`src/rtl/mem_port_arbiter.sv`:
```
// mem_port_arbiter: shares one memory port between the instruction-fetch
// path (read-only) and the load/store data path. Data normally wins, but a
// fetch that has been denied MAX_STARVE times in a row is forced through.
// Read responses are routed back through an RD_LAT-deep owner pipeline.
// MAX_STARVE must be 1..15 (4-bit counter); RD_LAT must be 1..4.
module mem_port_arbiter #(
  parameter int AW         = 16,
  parameter int DW         = 16,
  parameter int RD_LAT     = 1,
  parameter int MAX_STARVE = 4
) (
  input  logic          clk,
  input  logic          reset,
  input  logic          if_req,
  input  logic [AW-1:0] if_addr,
  output logic          if_gnt,
  output logic          if_rvalid,
  output logic [DW-1:0] if_rdata,
  input  logic          d_req,
  input  logic          d_we,
  input  logic [AW-1:0] d_addr,
  input  logic [DW-1:0] d_wdata,
  output logic          d_gnt,
  output logic          d_rvalid,
  output logic [DW-1:0] d_rdata,
  output logic [AW-1:0] o_mem_addr,
  output logic          o_mem_rd,
  output logic          o_mem_wr,
  output logic [DW-1:0] o_mem_wrdata,
  input  logic [DW-1:0] i_mem_rddata
);

  localparam logic [3:0] STARVE_LIMIT = 4'(MAX_STARVE);

  logic [3:0] starve_cnt_reg;
  logic [3:0] starve_cnt_next;
  logic       fetch_win;
  logic       last_valid;
  logic       last_owner;

  // Data has priority unless fetch has reached its starvation limit;
  // grants are held off entirely while reset is asserted.
  always_comb begin
    fetch_win = if_req && (!d_req || (starve_cnt_reg == STARVE_LIMIT));
    if_gnt    = reset && fetch_win;
    d_gnt     = reset && d_req && !fetch_win;
  end

  // Memory port is driven only by the granted requester, otherwise all zero.
  always_comb begin
    o_mem_addr   = '0;
    o_mem_rd     = 1'b0;
    o_mem_wr     = 1'b0;
    o_mem_wrdata = '0;
    if (if_gnt) begin
      o_mem_addr = if_addr;
      o_mem_rd   = 1'b1;
    end else if (d_gnt) begin
      o_mem_addr = d_addr;
      o_mem_rd   = !d_we;
      o_mem_wr   = d_we;
      if (d_we) begin
        o_mem_wrdata = d_wdata;
      end
    end
  end

  // Count consecutive denied fetch cycles, saturating at the limit.
  always_comb begin
    starve_cnt_next = 4'd0;
    if (if_req && !if_gnt) begin
      starve_cnt_next = (starve_cnt_reg == STARVE_LIMIT) ? STARVE_LIMIT
                                                         : starve_cnt_reg + 4'd1;
    end
  end

  // Starvation counter register.
  always_ff @(posedge clk or negedge reset) begin
    if (!reset) begin
      starve_cnt_reg <= 4'd0;
    end else begin
      starve_cnt_reg <= starve_cnt_next;
    end
  end

  // Read-return pipeline: each stage carries (valid, owner); owner 1 = data.
  genvar gi;
  generate
    for (gi = 0; gi < RD_LAT; gi++) begin : g_stage
      logic stage_valid;
      logic stage_owner;
      logic in_valid;
      logic in_owner;
      if (gi == 0) begin : g_in
        assign in_valid = o_mem_rd;
        assign in_owner = d_gnt;
      end else begin : g_in
        assign in_valid = g_stage[gi-1].stage_valid;
        assign in_owner = g_stage[gi-1].stage_owner;
      end
      // Advance one stage per clock; in-flight reads are dropped on reset.
      always_ff @(posedge clk or negedge reset) begin
        if (!reset) begin
          stage_valid <= 1'b0;
          stage_owner <= 1'b0;
        end else begin
          stage_valid <= in_valid;
          stage_owner <= in_owner;
        end
      end
    end
  endgenerate

  assign last_valid = g_stage[RD_LAT-1].stage_valid;
  assign last_owner = g_stage[RD_LAT-1].stage_owner;

  // Route the returning memory data to the owner of the oldest read.
  always_comb begin
    if_rvalid = reset && last_valid && !last_owner;
    d_rvalid  = reset && last_valid && last_owner;
    if_rdata  = if_rvalid ? i_mem_rddata : '0;
    d_rdata   = d_rvalid ? i_mem_rddata : '0;
  end

endmodule

```
`config.mk`:
```
export PLATFORM = sky130hd
export DESIGN_NAME = mem_port_arbiter
export DESIGN_NICKNAME = d
export VERILOG_FILES = /design/src/rtl/mem_port_arbiter.sv
export SDC_FILE = /design/constraint.sdc
export NUM_CORES = 1
export LEC_CHECK = 0
export CELL_PAD_IN_SITES_DETAIL_PLACEMENT = 1
export CELL_PAD_IN_SITES_GLOBAL_PLACEMENT = 1
export CORE_ASPECT_RATIO = 1.75
export CORE_MARGIN = 10
export CORE_UTILIZATION = 12
export DETAILED_ROUTE_END_ITERATION = 8
export GPL_ROUTABILITY_DRIVEN = 1
export GPL_TIMING_DRIVEN = 0
export PLACE_DENSITY = 0.75
export RECOVER_POWER = 100
export SYNTH_ARGS = -nofsm -noshare
export SYNTH_HDL_FRONTEND = slang
export SYNTH_SLANG_ARGS = --single-unit
```
`constraint.sdc`:
```
create_clock -name clk -period 1.85 [get_ports clk]
set_input_delay 0.2775 -clock clk [delete_from_list [all_inputs] [get_ports clk]]
set_output_delay 0.2775 -clock clk [all_outputs]
set_load 0.02 [all_outputs]
```
==> summary.txt, run 1 <==
Logic synthesis
  • Ys flop type: dfrtp_1
  • Mapped Area: between 800 and 900 um2
  • Number of synthesized flops with an enable pin: 0
  • Syn avg cell area: between 7 and 8 um2
  • Synthesized Nets: 176
  • Yosys cell types: 23
  • Register bit total from synthesis: 6
  • Async S/R FF share, synth: 100%
  • Area contributors post-synth: and2_1 (25%), dfrtp_1 (18%), a22o_1 (17%)
  • Post-synth top area share: between 20% and 30%
  • Post-synth top area cell: and2_1
  • Ys Warns: 0
  • Synth Instances: 105
  • Seq/Total Area, Yosys: between 10% and 20%

Power and ir drop
  • Clock power share: between 30% and 40%
  • Sw Share: 28.4%
  • Cell Pwr Density: between 300 and 400 nW/um2
  • Comb power frac: approximately half
  • Leak: around 1.3 nW
  • Internal power: between 0.7 and 0.8 mW
  • Pwr Total: approximately 1.0 mW
  • Sequential share of power: between 10% and 20%
  • Max IR drop VDD: approximately 0.31 mV
  • Net Sw Power: ~0.28 mW

GRT
  • Initial antenna violation count: 0
  • Grt ovf: 0
  • Global-route usage over all layers: between 10% and 20%
  • Vias in the first global route: between 1500 and 2000
  • Largest net degree at the start of global routing: 12
  • First-pass GRT wire length: between 8000 and 9000 um

Finish
  • Commonest non-fill, non-tap cell in the layout: clkdlybuf4s50_1
  • Most frequent cells in the layout: clkdlybuf4s50_1 (67), buf_6 (39), and2_1 (32), a22o_1 (16), dlygate4sd2_1 (16)
  • Ant. Diodes: 0
  • Area Overhead vs Synth: 223%
  • Post-Layout Cell Count: 343
  • Layout Utilization: between 40% and 50%
  • Layout cells sized above 1: 36.0%
  • Layout net count: around 330
  • Max FFs per register: 4
  • Post-route cell area: 2660 um2

STA
  • Post-route minimum period: roughly 2.1 ns
  • Max Clk Rate: roughly 0.47 GHz
  • Setup tns final: -7.97 ns
  • # setup viols final: 36
  • Worst slew pin tran: approximately 0.35 ns
  • Tcrit/Tclk final: 116%
  • Final hold slack: between 0.5 and 0.6 ns
  • Unrepaired setup endpoints after global routing: true
  • Final hold violations: 0
  • Slew HR: roughly 76%
  • Final slew viol count: 0
  • Worst Clk Skew: 0.00297 ns
  • Final WS setup: -0.294 ns

Worst setup path
  • Crit path cell chain: inv_1 -> ha_2 -> and3b_4 -> o211a_1 -> buf_6 -> buf_8 -> a22o_1 -> buf_6
  • Worst r2r path cells: 6
  • CP delay by family, top: buffers and inverters
  • Critical-path maximum fanout: 7
  • CP Launch Point: starve_cnt_reg[0]
  • Setup CP Type: flip-flop to primary output
  • Startpoint types: flip-flop
  • CP Capture Point: o_mem_addr[14]
  • Cell mode on critical path: buf_6
  • Crit path capture type: primary output
  • Data required time of the critical path: 1.57 ns
  • Worst r2r dst: starve_cnt_reg[0]
  • Critical Path AT: 1.87 ns
  • Slowest cell on crit path: dfrtp_1
  • Reg2reg setup slack: roughly 0.45 ns
  • WP depth: 8
  • Reg-to-Reg Start: starve_cnt_reg[0]
  • Critical path's largest stage delay: ~0.36 ns
  • WP buf/inv: 4

Floorplan
  • Die X: roughly 83 um
  • Die Area: around 11000 um2
  • Core box area: 6590 um2
  • Die height: 130 um
  • Cell Rows: 39
  • Num ports: ~140
  • Initial Utilization: 12.5%

CTS
  • CTS tree: built
  • Clock transition at path regs: 0.04 ns
  • Worst-Skew Late Latency: ~0.24 ns
  • CTS sink count: 6
  • H-tree levels: 1
  • Root buffer cell: clkbuf_16
  • Num CTS Buffers: 3
  • CTS max path bufs: 2

Placement
  • Post-Place Cell Area: between 2000 and 2500 um2
  • Placement Setup Slack: -1.14 ns
  • Dpl cells: around 330
  • GPL Wtd Cong: between 0.7 and 0.8
  • Hpwl dp: just over 5000 um
  • IO Port Bufs: 138

Detailed routing
  • # DRC: 0
  • DR pass1 iterations: 3
  • DR WL/cell: approximately 18 um
  • Iter 0 DRT Violations: 12
  • Drt total wl: around 6300 um
  • Vias per cell: 4.32
  • Vias: around 1500
  • Final antenna-violating net count: 0

Outcome
  • Violations in the final reports: setup timing
  • Outcome: finished with violations

Worst hold path
  • HP Class: input pin to flip-flop

Run
  • Max-cap violations: 0
how the worst min path moves through the flow:
stage,from,to,depth (start not counted)
floorplan,reset,g_stage[0].stage_owner,0
global placement,starve_cnt_reg[0],starve_cnt_reg[0],1
detailed placement,starve_cnt_reg[0],starve_cnt_reg[0],1
CTS,reset,starve_cnt_reg[0],3
global route,reset,g_stage[0].stage_valid,3
finish,reset,g_stage[0].stage_valid,3
tightest hold or removal path: stages:
cell and delay, ns:
clkbuf_1 0.18, o21ai_2 0.14, o22ai_2 0.10
timing repair:
action	CTS	global route
gates cloned	0	3
setup buffers	7	7
gates resized for setup	271	54
pin swaps	4	14
hold endpoints to repair	6	0
hold buffers	1	0
setup endpoints to repair	70	54
logic make-up after synthesis:
logic type	synth area share, %
DFF	18.2
AOI/OAI and AO/OA	23.8
adders and majority gates	3.03
buffers and inverters	8.35
and+or+nand+nor	45.4
muxes	1.21
cell type report:
type | instances | area, um2
Timing Repair Buffer | 155 | 1550
Fill cell | 767 | 3930
Buffer | 7 | 73.8
Sequential cell | 6 | 150
Tap cell | 82 | 103
Inverter | 4 | 15.0
Multi-Input combinational cell | 86 | 698
Clock buffer | 3 | 75.1
per-layer routing:
layer  global-route usage, %  vias to the layer above  wire [um]
li1                        -                      687          -
met5                       0                        -          0
met4                    3.56                        0         82
met2                    17.4                      134       2920
met3                    9.97                        6       1360
met1                    7.52                      654       1910
power groups by stage:
stage               combinational [mW]  clock (mW)  sequential, mW
CTS                              0.459       0.366           0.144
floorplan                        0.146           0           0.144
finish                           0.492       0.361           0.144
global placement                 0.415           0           0.145
global route                     0.525       0.370           0.145
detailed placement               0.420           0           0.146
Yosys cell counts (2+ instances only):
cell	count
a22o_1	16
and2_1	33
and3_1	18
buf_2	4
buf_6	2
clkbuf_1	3
dfrtp_1	6
ha_1	2
inv_1	4
nand2_1	2
nand3_1	2
nor2_1	2
Note: power is estimated with default switching activity, not from simulation.
==> inputs of run 2 (changes only) <==
--- a/config.mk
+++ b/config.mk
@@ -15,6 +15,8 @@
 export GPL_TIMING_DRIVEN = 0
 export PLACE_DENSITY = 0.75
 export RECOVER_POWER = 100
+export SETUP_SLACK_MARGIN = 0.1
 export SYNTH_ARGS = -nofsm -noshare
 export SYNTH_HDL_FRONTEND = slang
 export SYNTH_SLANG_ARGS = --single-unit
+export TNS_END_PERCENT = 100
==> constraint.sdc (replaced) <==
create_clock -name clk -period 1.85 [get_ports clk]
set_input_delay 0.2775 -clock clk [delete_from_list [all_inputs] [get_ports clk]]
set_output_delay 0.2775 -clock clk [all_outputs]
set_load 0.1 [all_outputs]
==> run 2 against run 1 <==
Against the previous run:
- the flow still finishes with violations (setup timing)
- register-to-register slack got worse by 0.25 ns
- power increased by 47%
- worst setup slack worse by 0.098 ns
- critical path depth is the same
- non-clock buffer count rose by 5
- utilization rose by 12 points
- cell area increased by 29%
- critical path type unchanged
- highest routed layer unchanged
==> summary.txt, run 2 (synthesized netlist as in run 1, its figures left out) <==
STA
  • Worst Clk Skew: 0.00415 ns (+0.00118 ns)
  • Post-route minimum period: 2.24 ns (+0.0978 ns)
  • Final WS setup: -0.392 ns (-0.0978 ns)
  • Max Clk Rate: 0.446 GHz (-4.4%)
  • # setup viols final: 36 (unchanged)
  • Unrepaired setup endpoints after global routing: true
  • Setup tns final: -12.00 ns (-4.03 ns)
  • Final slew viol count: 0 (unchanged)
  • Worst slew pin tran: 0.427 ns (+0.0725 ns)
  • Tcrit/Tclk final: 121% (+5.3 points)
  • Slew HR: 71.5% (-4.8 points)
  • Final hold violations: 0 (unchanged)

Worst setup path
  • Data required time of the critical path: 1.57 ns (about the same)
  • Worst r2r path cells: 8 (+2)
  • Critical Path AT: 1.96 ns (+0.09 ns)
  • Startpoint types: flip-flop
  • Setup CP Type: flip-flop to primary output
  • Crit path capture type: primary output
  • Critical-path maximum fanout: 10 (+3)

Outcome
  • Violations in the final reports: setup timing
  • Outcome: finished with violations

Floorplan
  • Initial Utilization: 12.5% (unchanged)
  • Die height: 130 um (unchanged)
  • Die Area: 10700 um2 (unchanged)
  • Cell Rows: 39 (unchanged)
  • Die X: 82.7 um (unchanged)
  • Num ports: 139 (unchanged)
  • Core box area: 6590 um2 (unchanged)

Finish
  • Layout net count: 339 (+1.5%)
  • Post-Layout Cell Count: 348 (+1.5%)
  • Max FFs per register: 4 (unchanged)
  • Most frequent cells in the layout: clkdlybuf4s50_1 (67), buf_12 (47), buf_4 (23), and2_4 (19), and3_4 (17)
  • Area Overhead vs Synth: 317%
  • Fill cells: 677 (-12%)
  • Layout cells sized above 1: 60.5% (+25 points)
  • Ant. Diodes: 0 (unchanged)
  • Commonest non-fill, non-tap cell in the layout: clkdlybuf4s50_1
  • Layout Utilization: 52.2% (+12 points)

CTS
  • Clock transition at path regs: 0.03 ns (about the same)
  • Num CTS Buffers: 3 (unchanged)
  • CTS max path bufs: 2 (unchanged)
  • CTS tree: built
  • Worst-Skew Late Latency: 0.23 ns (about the same)
  • H-tree levels: 1 (unchanged)
  • Root buffer cell: clkbuf_16
  • CTS sink count: 6 (unchanged)

Power and ir drop
  • Comb power frac: 65.7% (+16 points)
  • Sequential share of power: 9.9% (-4.5 points)
  • Sw Share: 42.3% (+14 points)
  • Internal power: 0.845 mW (+18%)
  • Net Sw Power: 0.619 mW (+120%)
  • Max IR drop VDD: 0.252 mV (-18%)
  • Clock power share: 24.4% (-12 points)
  • Cell Pwr Density: 426 nW/um2 (+14%)
  • Leak: 1.52 nW (+18%)

Detailed routing
  • DR pass1 iterations: 3 (unchanged)
  • # DRC: 0 (unchanged)
  • Iter 0 DRT Violations: 10 (-2)
  • Drt total wl: 6910 um (+10%)
  • Vias: 1518 (+2.5%)
  • Vias per cell: 4.36 (+1.0%)
  • Final antenna-violating net count: 0 (unchanged)
  • DR WL/cell: 19.9 um (+8.7%)

GRT
  • First-pass GRT wire length: 9240 um (+12%)
  • Initial antenna violation count: 0 (unchanged)
  • Grt ovf: 0 (unchanged)
  • Global-route usage over all layers: 11.3% (+1.1 points)
  • Largest net degree at the start of global routing: 11 (-1)
  • Vias in the first global route: 1715 (+5.7%)

Placement
  • GPL Wtd Cong: 0.736 (-7.5%)
  • Hpwl dp: 5190 um (+1.7%)
  • Dpl cells: 325 (unchanged)
  • IO Port Bufs: 138 (unchanged)

Worst hold path
  • Hold depth: 3 (unchanged)
  • HP Class: input pin to flip-flop

Run
  • Max-cap violations: 0 (unchanged)
run 2: changes by cell type in the layout (fill, tap and decap cells not counted), sizes merged:
cell	delta
buf	+33
clkbuf	-5
clkdlybuf4s15	-7
dlygate4sd2	-16
run 2: power groups by stage:
stage          sequential, mW  combinational (mW)  clock, mW
6_report                0.145               0.962      0.357
4_1_cts                 0.144               0.908      0.359
3_5_place_dp            0.146               0.778          0
5_1_grt                 0.146                1.00      0.366
3_3_place_gp            0.145               0.771          0
2_1_floorplan           0.144               0.503          0
run 2: cell type report:
type	instances	area (um2)	share of cell area (%)
clock buffer	3	75.1	2.18
sequential	6	150	4.36
timing repair buffer	158	2040	59.4
inverter	4	15.0	0.436
tap	82	103	2.98
multi-input combinational	86	923	26.8
buffer	9	131	3.82
run 2: path summary, 6_finish.rpt:
check | from | to | slack [ns]
max | starve_cnt_reg[0] | o_mem_addr[14] | -0.39
min | reset | g_stage[0].stage_valid | 0.54
max reg2reg | starve_cnt_reg[0] | starve_cnt_reg[0] | 0.20
min reg2reg | starve_cnt_reg[0] | starve_cnt_reg[0] | 0.62
max in group asynchronous | reset | starve_cnt_reg[0] | 0.82
min in group asynchronous | reset | starve_cnt_reg[1] | 0.79
run 2: stage by stage:
step,worst slack (ns),hold WS (ns),power (mW),instance area [um2]
floorplan,-0.0769,-0.0181,0.648,1120
global placement,-1.58,0.501,0.916,2600
detailed placement,-1.61,0.535,0.924,2600
CTS,-0.368,0.452,1.41,3150
global route,-0.436,0.563,1.51,3440
finish,-0.392,0.536,1.46,3440
run 2: timing repair:
action                                  4_1_cts  5_1_grt
pin swaps                                     7        5
setup buffers                                10        6
gates cloned                                  1        2
endpoints found under the setup margin       70       60
gates resized for setup                     554       47
hold buffers                                  1        0
endpoints found under the hold margin         6        0
run 2: critical path, stage by stage, from the launching register on:
cell     delay, ns
dfrtp_1       0.38
inv_2         0.06
ha_4          0.16
and3b_4       0.20
o211a_1       0.24
buf_6         0.14
buf_12        0.14
a22o_4        0.23
buf_12        0.17
run 2: routing by layer:
layer | GRT usage (%) | part of all wire [%] | up-vias
li1 | - | - | 703
met2 | 20.0 | 49 | 128
met3 | 8.31 | 17 | 7
met5 | 0 | 0 | -
met1 | 9.82 | 32 | 680
met4 | 2.67 | 1.2 | 0
==> inputs of run 3 (changes only) <==
--- a/config.mk
+++ b/config.mk
@@ -9,11 +9,11 @@
 export CELL_PAD_IN_SITES_GLOBAL_PLACEMENT = 1
 export CORE_ASPECT_RATIO = 1.75
 export CORE_MARGIN = 10
-export CORE_UTILIZATION = 12
+export CORE_UTILIZATION = 13
 export DETAILED_ROUTE_END_ITERATION = 8
 export GPL_ROUTABILITY_DRIVEN = 1
 export GPL_TIMING_DRIVEN = 0
-export PLACE_DENSITY = 0.75
+export PLACE_DENSITY = 0.81
 export RECOVER_POWER = 100
 export SETUP_SLACK_MARGIN = 0.1
 export SYNTH_ARGS = -nofsm -noshare
==> constraint.sdc (replaced) <==
create_clock -name clk -period 2.6 [get_ports clk]
set_input_delay 0.39 -clock clk [delete_from_list [all_inputs] [get_ports clk]]
set_output_delay 0.39 -clock clk [all_outputs]
set_load 0.1 [all_outputs]
==> run 3 against run 2 <==
Against the previous run:
- the flow now finishes without violations
- cell area decreased by 34%
- clock skew increased by 0.0010 ns
- sequential cell count unchanged
- die area decreased by 6.2%
- critical path depth unchanged
- utilization decreased by 16 points
- non-clock buffer count decreased by 18
==> summary.txt, run 3 (synthesized netlist as in run 1, its figures left out) <==
Outcome
  • Outcome: finished clean

STA
  • # setup viols final: 0 (-100%)
  • Setup tns final: 0 ns (+12.00 ns)
  • Final slew viol count: 0 (unchanged)
  • Post-route minimum period: around 2.5 ns
  • Final hold slack: 0.0213 ns (-0.515 ns)
  • Tcrit/Tclk final: 95.3%
  • Max Clk Rate: roughly 0.40 GHz
  • Final hold violations: 0 (unchanged)
  • Worst Clk Skew: 0.00519 ns (+0.00104 ns)
  • Unrepaired setup endpoints after global routing: false
  • Slew HR: 62.7% (-8.9 points)
  • Worst slew pin tran: 0.563 ns (+0.136 ns)

GRT
  • Largest net degree at the start of global routing: 13 (+2)
  • Grt ovf: 0 (unchanged)
  • Vias in the first global route: 1675 (-2.3%)
  • Global-route usage over all layers: 10.9% (-0.39 points)
  • First-pass GRT wire length: 8710 um (-5.8%)
  • Initial antenna violation count: 0 (unchanged)

Placement
  • IO Port Bufs: 138 (unchanged)
  • Hpwl dp: 5390 um (+3.8%)
  • GPL Wtd Cong: 0.749 (+1.8%)

Finish
  • Max FFs per register: 4 (unchanged)
  • Commonest non-fill, non-tap cell in the layout: clkdlybuf4s50_1
  • Most frequent cells in the layout: clkdlybuf4s50_1 (67), and2_1 (21), clkbuf_4 (18), buf_4 (16), clkdlybuf4s15_2 (12)
  • Layout cells sized above 1: 41.9% (-19 points)
  • Ant. Diodes: 0 (unchanged)
  • Layout net count: 321 (-5.3%)
  • Area Overhead vs Synth: 175%

CTS
  • Clock transition at path regs: 0.04 ns (about the same)
  • CTS max path bufs: 2 (unchanged)
  • CTS tree: built
  • Worst-Skew Late Latency: 0.22 ns (about the same)
  • H-tree levels: 1 (unchanged)
  • CTS sink count: 6 (unchanged)
  • Root buffer cell: clkbuf_8
  • Cts hold-fix bufs: 0 (-1)
  • Num CTS Buffers: 3 (unchanged)

Power and ir drop
  • Net Sw Power: 0.376 mW (-39%)
  • Cell Pwr Density: 328 nW/um2 (-23%)
  • Leak: 1.10 nW (-28%)
  • Max IR drop VDD: 0.153 mV (-39%)
  • Sequential share of power: 13.8% (+3.9 points)
  • Clock power share: 18.6% (-5.8 points)
  • Comb power frac: 67.6% (+1.9 points)
  • Internal power: 0.367 mW (-57%)
  • Sw Share: 50.6% (+8.3 points)

Detailed routing
  • DR WL/cell: 17.5 um (-12%)
  • Final antenna-violating net count: 0 (unchanged)
  • Iter 0 DRT Violations: 12 (+2)
  • Vias: 1420 (-6.5%)
  • Vias per cell: 4.33 (-0.75%)
  • DR pass1 iterations: 3 (unchanged)
  • # DRC: 0 (unchanged)
  • Drt total wl: 5750 um (-17%)

Worst setup path
  • Crit path capture type: primary output
  • Startpoint types: flip-flop
  • Critical Path AT: 2.09 ns (+0.13 ns)
  • Setup CP Type: flip-flop to primary output
  • Critical-path maximum fanout: 10 (unchanged)
  • Data required time of the critical path: 2.21 ns (+0.64 ns)

Floorplan
  • Cell Rows: 38 (-2.6%)
  • Num ports: 139 (unchanged)
  • Die height: 125 um (-3.3%)
  • Die Area: 10100 um2 (-6.2%)
  • Die X: 80.2 um (-3.0%)
  • Core box area: 6180 um2 (-6.2%)
  • Initial Utilization: 13.3% (+0.82 points)

Worst hold path
  • HP Class: input pin to asynchronous set/reset pin

Run
  • Max-cap violations: 0 (unchanged)
## run 3: changes by cell type in the layout (fill, tap and decap cells not counted), sizes merged
cell,before,now
clkbuf,14,34
clkdlybuf4s15,0,12
dlygate4sd3,1,0
buf,88,38
clkdlybuf4s18,0,1
## run 3: worst max-delay path, stage by stage (launching register included)
cell      delay, ns
dfrtp_1        0.38
inv_1          0.06
ha_1           0.22
and3b_4        0.22
o211a_1        0.22
buf_6          0.14
buf_6          0.13
a22o_2         0.21
clkbuf_4       0.27
## run 3: path summary, 6_finish.rpt
path | from | endpoint | slack, ns | cells after the start
setup reg to reg | starve_cnt_reg[0] | starve_cnt_reg[2] | 1.03 | 5
hold / removal | reset | starve_cnt_reg[2] | 0.02 | 1
hold reg to reg | starve_cnt_reg[0] | starve_cnt_reg[0] | 0.58 | 2
max in group asynchronous | reset | g_stage[0].stage_valid | 2.38 | 1
setup / recovery | starve_cnt_reg[0] | o_mem_addr[13] | 0.12 | 8
min in group clk | starve_cnt_reg[0] | starve_cnt_reg[0] | 0.58 | 2
## run 3: repair_timing
action | 4_1_cts | 5_1_grt
endpoints found under the setup margin | 70 | 65
resized for setup | 383 | 29
cloned | 0 | 0
endpoints found under the hold margin | 0 | 0
buffers inserted | 0 | 2
## run 3: power by group through the flow
stage | clock network, mW | logic, mW | registers (mW)
floorplan | 0 | 0.321 | 0.103
global placement | 0 | 0.511 | 0.103
detailed placement | 0 | 0.515 | 0.104
CTS | 0.142 | 0.503 | 0.103
global route | 0.147 | 0.526 | 0.103
finish | 0.138 | 0.503 | 0.102
## run 3: metrics by stage
| stage | instances | cell area [um2] | utilization (%) | power (mW) | worst slack [ns] |
|---|---|---|---|---|---|
| 2_1_floorplan | 105 | 855 | - | 0.423 | 0.0822 |
| 3_3_place_gp | 323 | 2340 | 37.8 | 0.614 | -1.05 |
| 3_5_place_dp | 323 | 2340 | 37.8 | 0.618 | -1.08 |
| 4_1_cts | 326 | 2260 | 36.5 | 0.747 | 0.100 |
| 5_1_grt | 328 | 2270 | 36.7 | 0.776 | 0.0482 |
| 6_report | 328 | 2270 | 36.7 | 0.743 | 0.122 |
## run 3: cell type report
class | count | area, um2
multi-input cells | 86 | 634
clock buffers | 3 | 41.3
fillers | 742 | 3910
plain buffers | 9 | 60.1
well taps | 80 | 100
repair buffers | 140 | 1270
flip-flops and latches | 6 | 150
inverters | 4 | 15.0
## run 3: layer usage
layer	vias up	track usage, %	share of wire, %
met1	619	9.04	33
met5	-	0	0
li1	664	-	-
met3	4	10.4	22
met4	0	1.88	0.52
met2	133	18.6	45
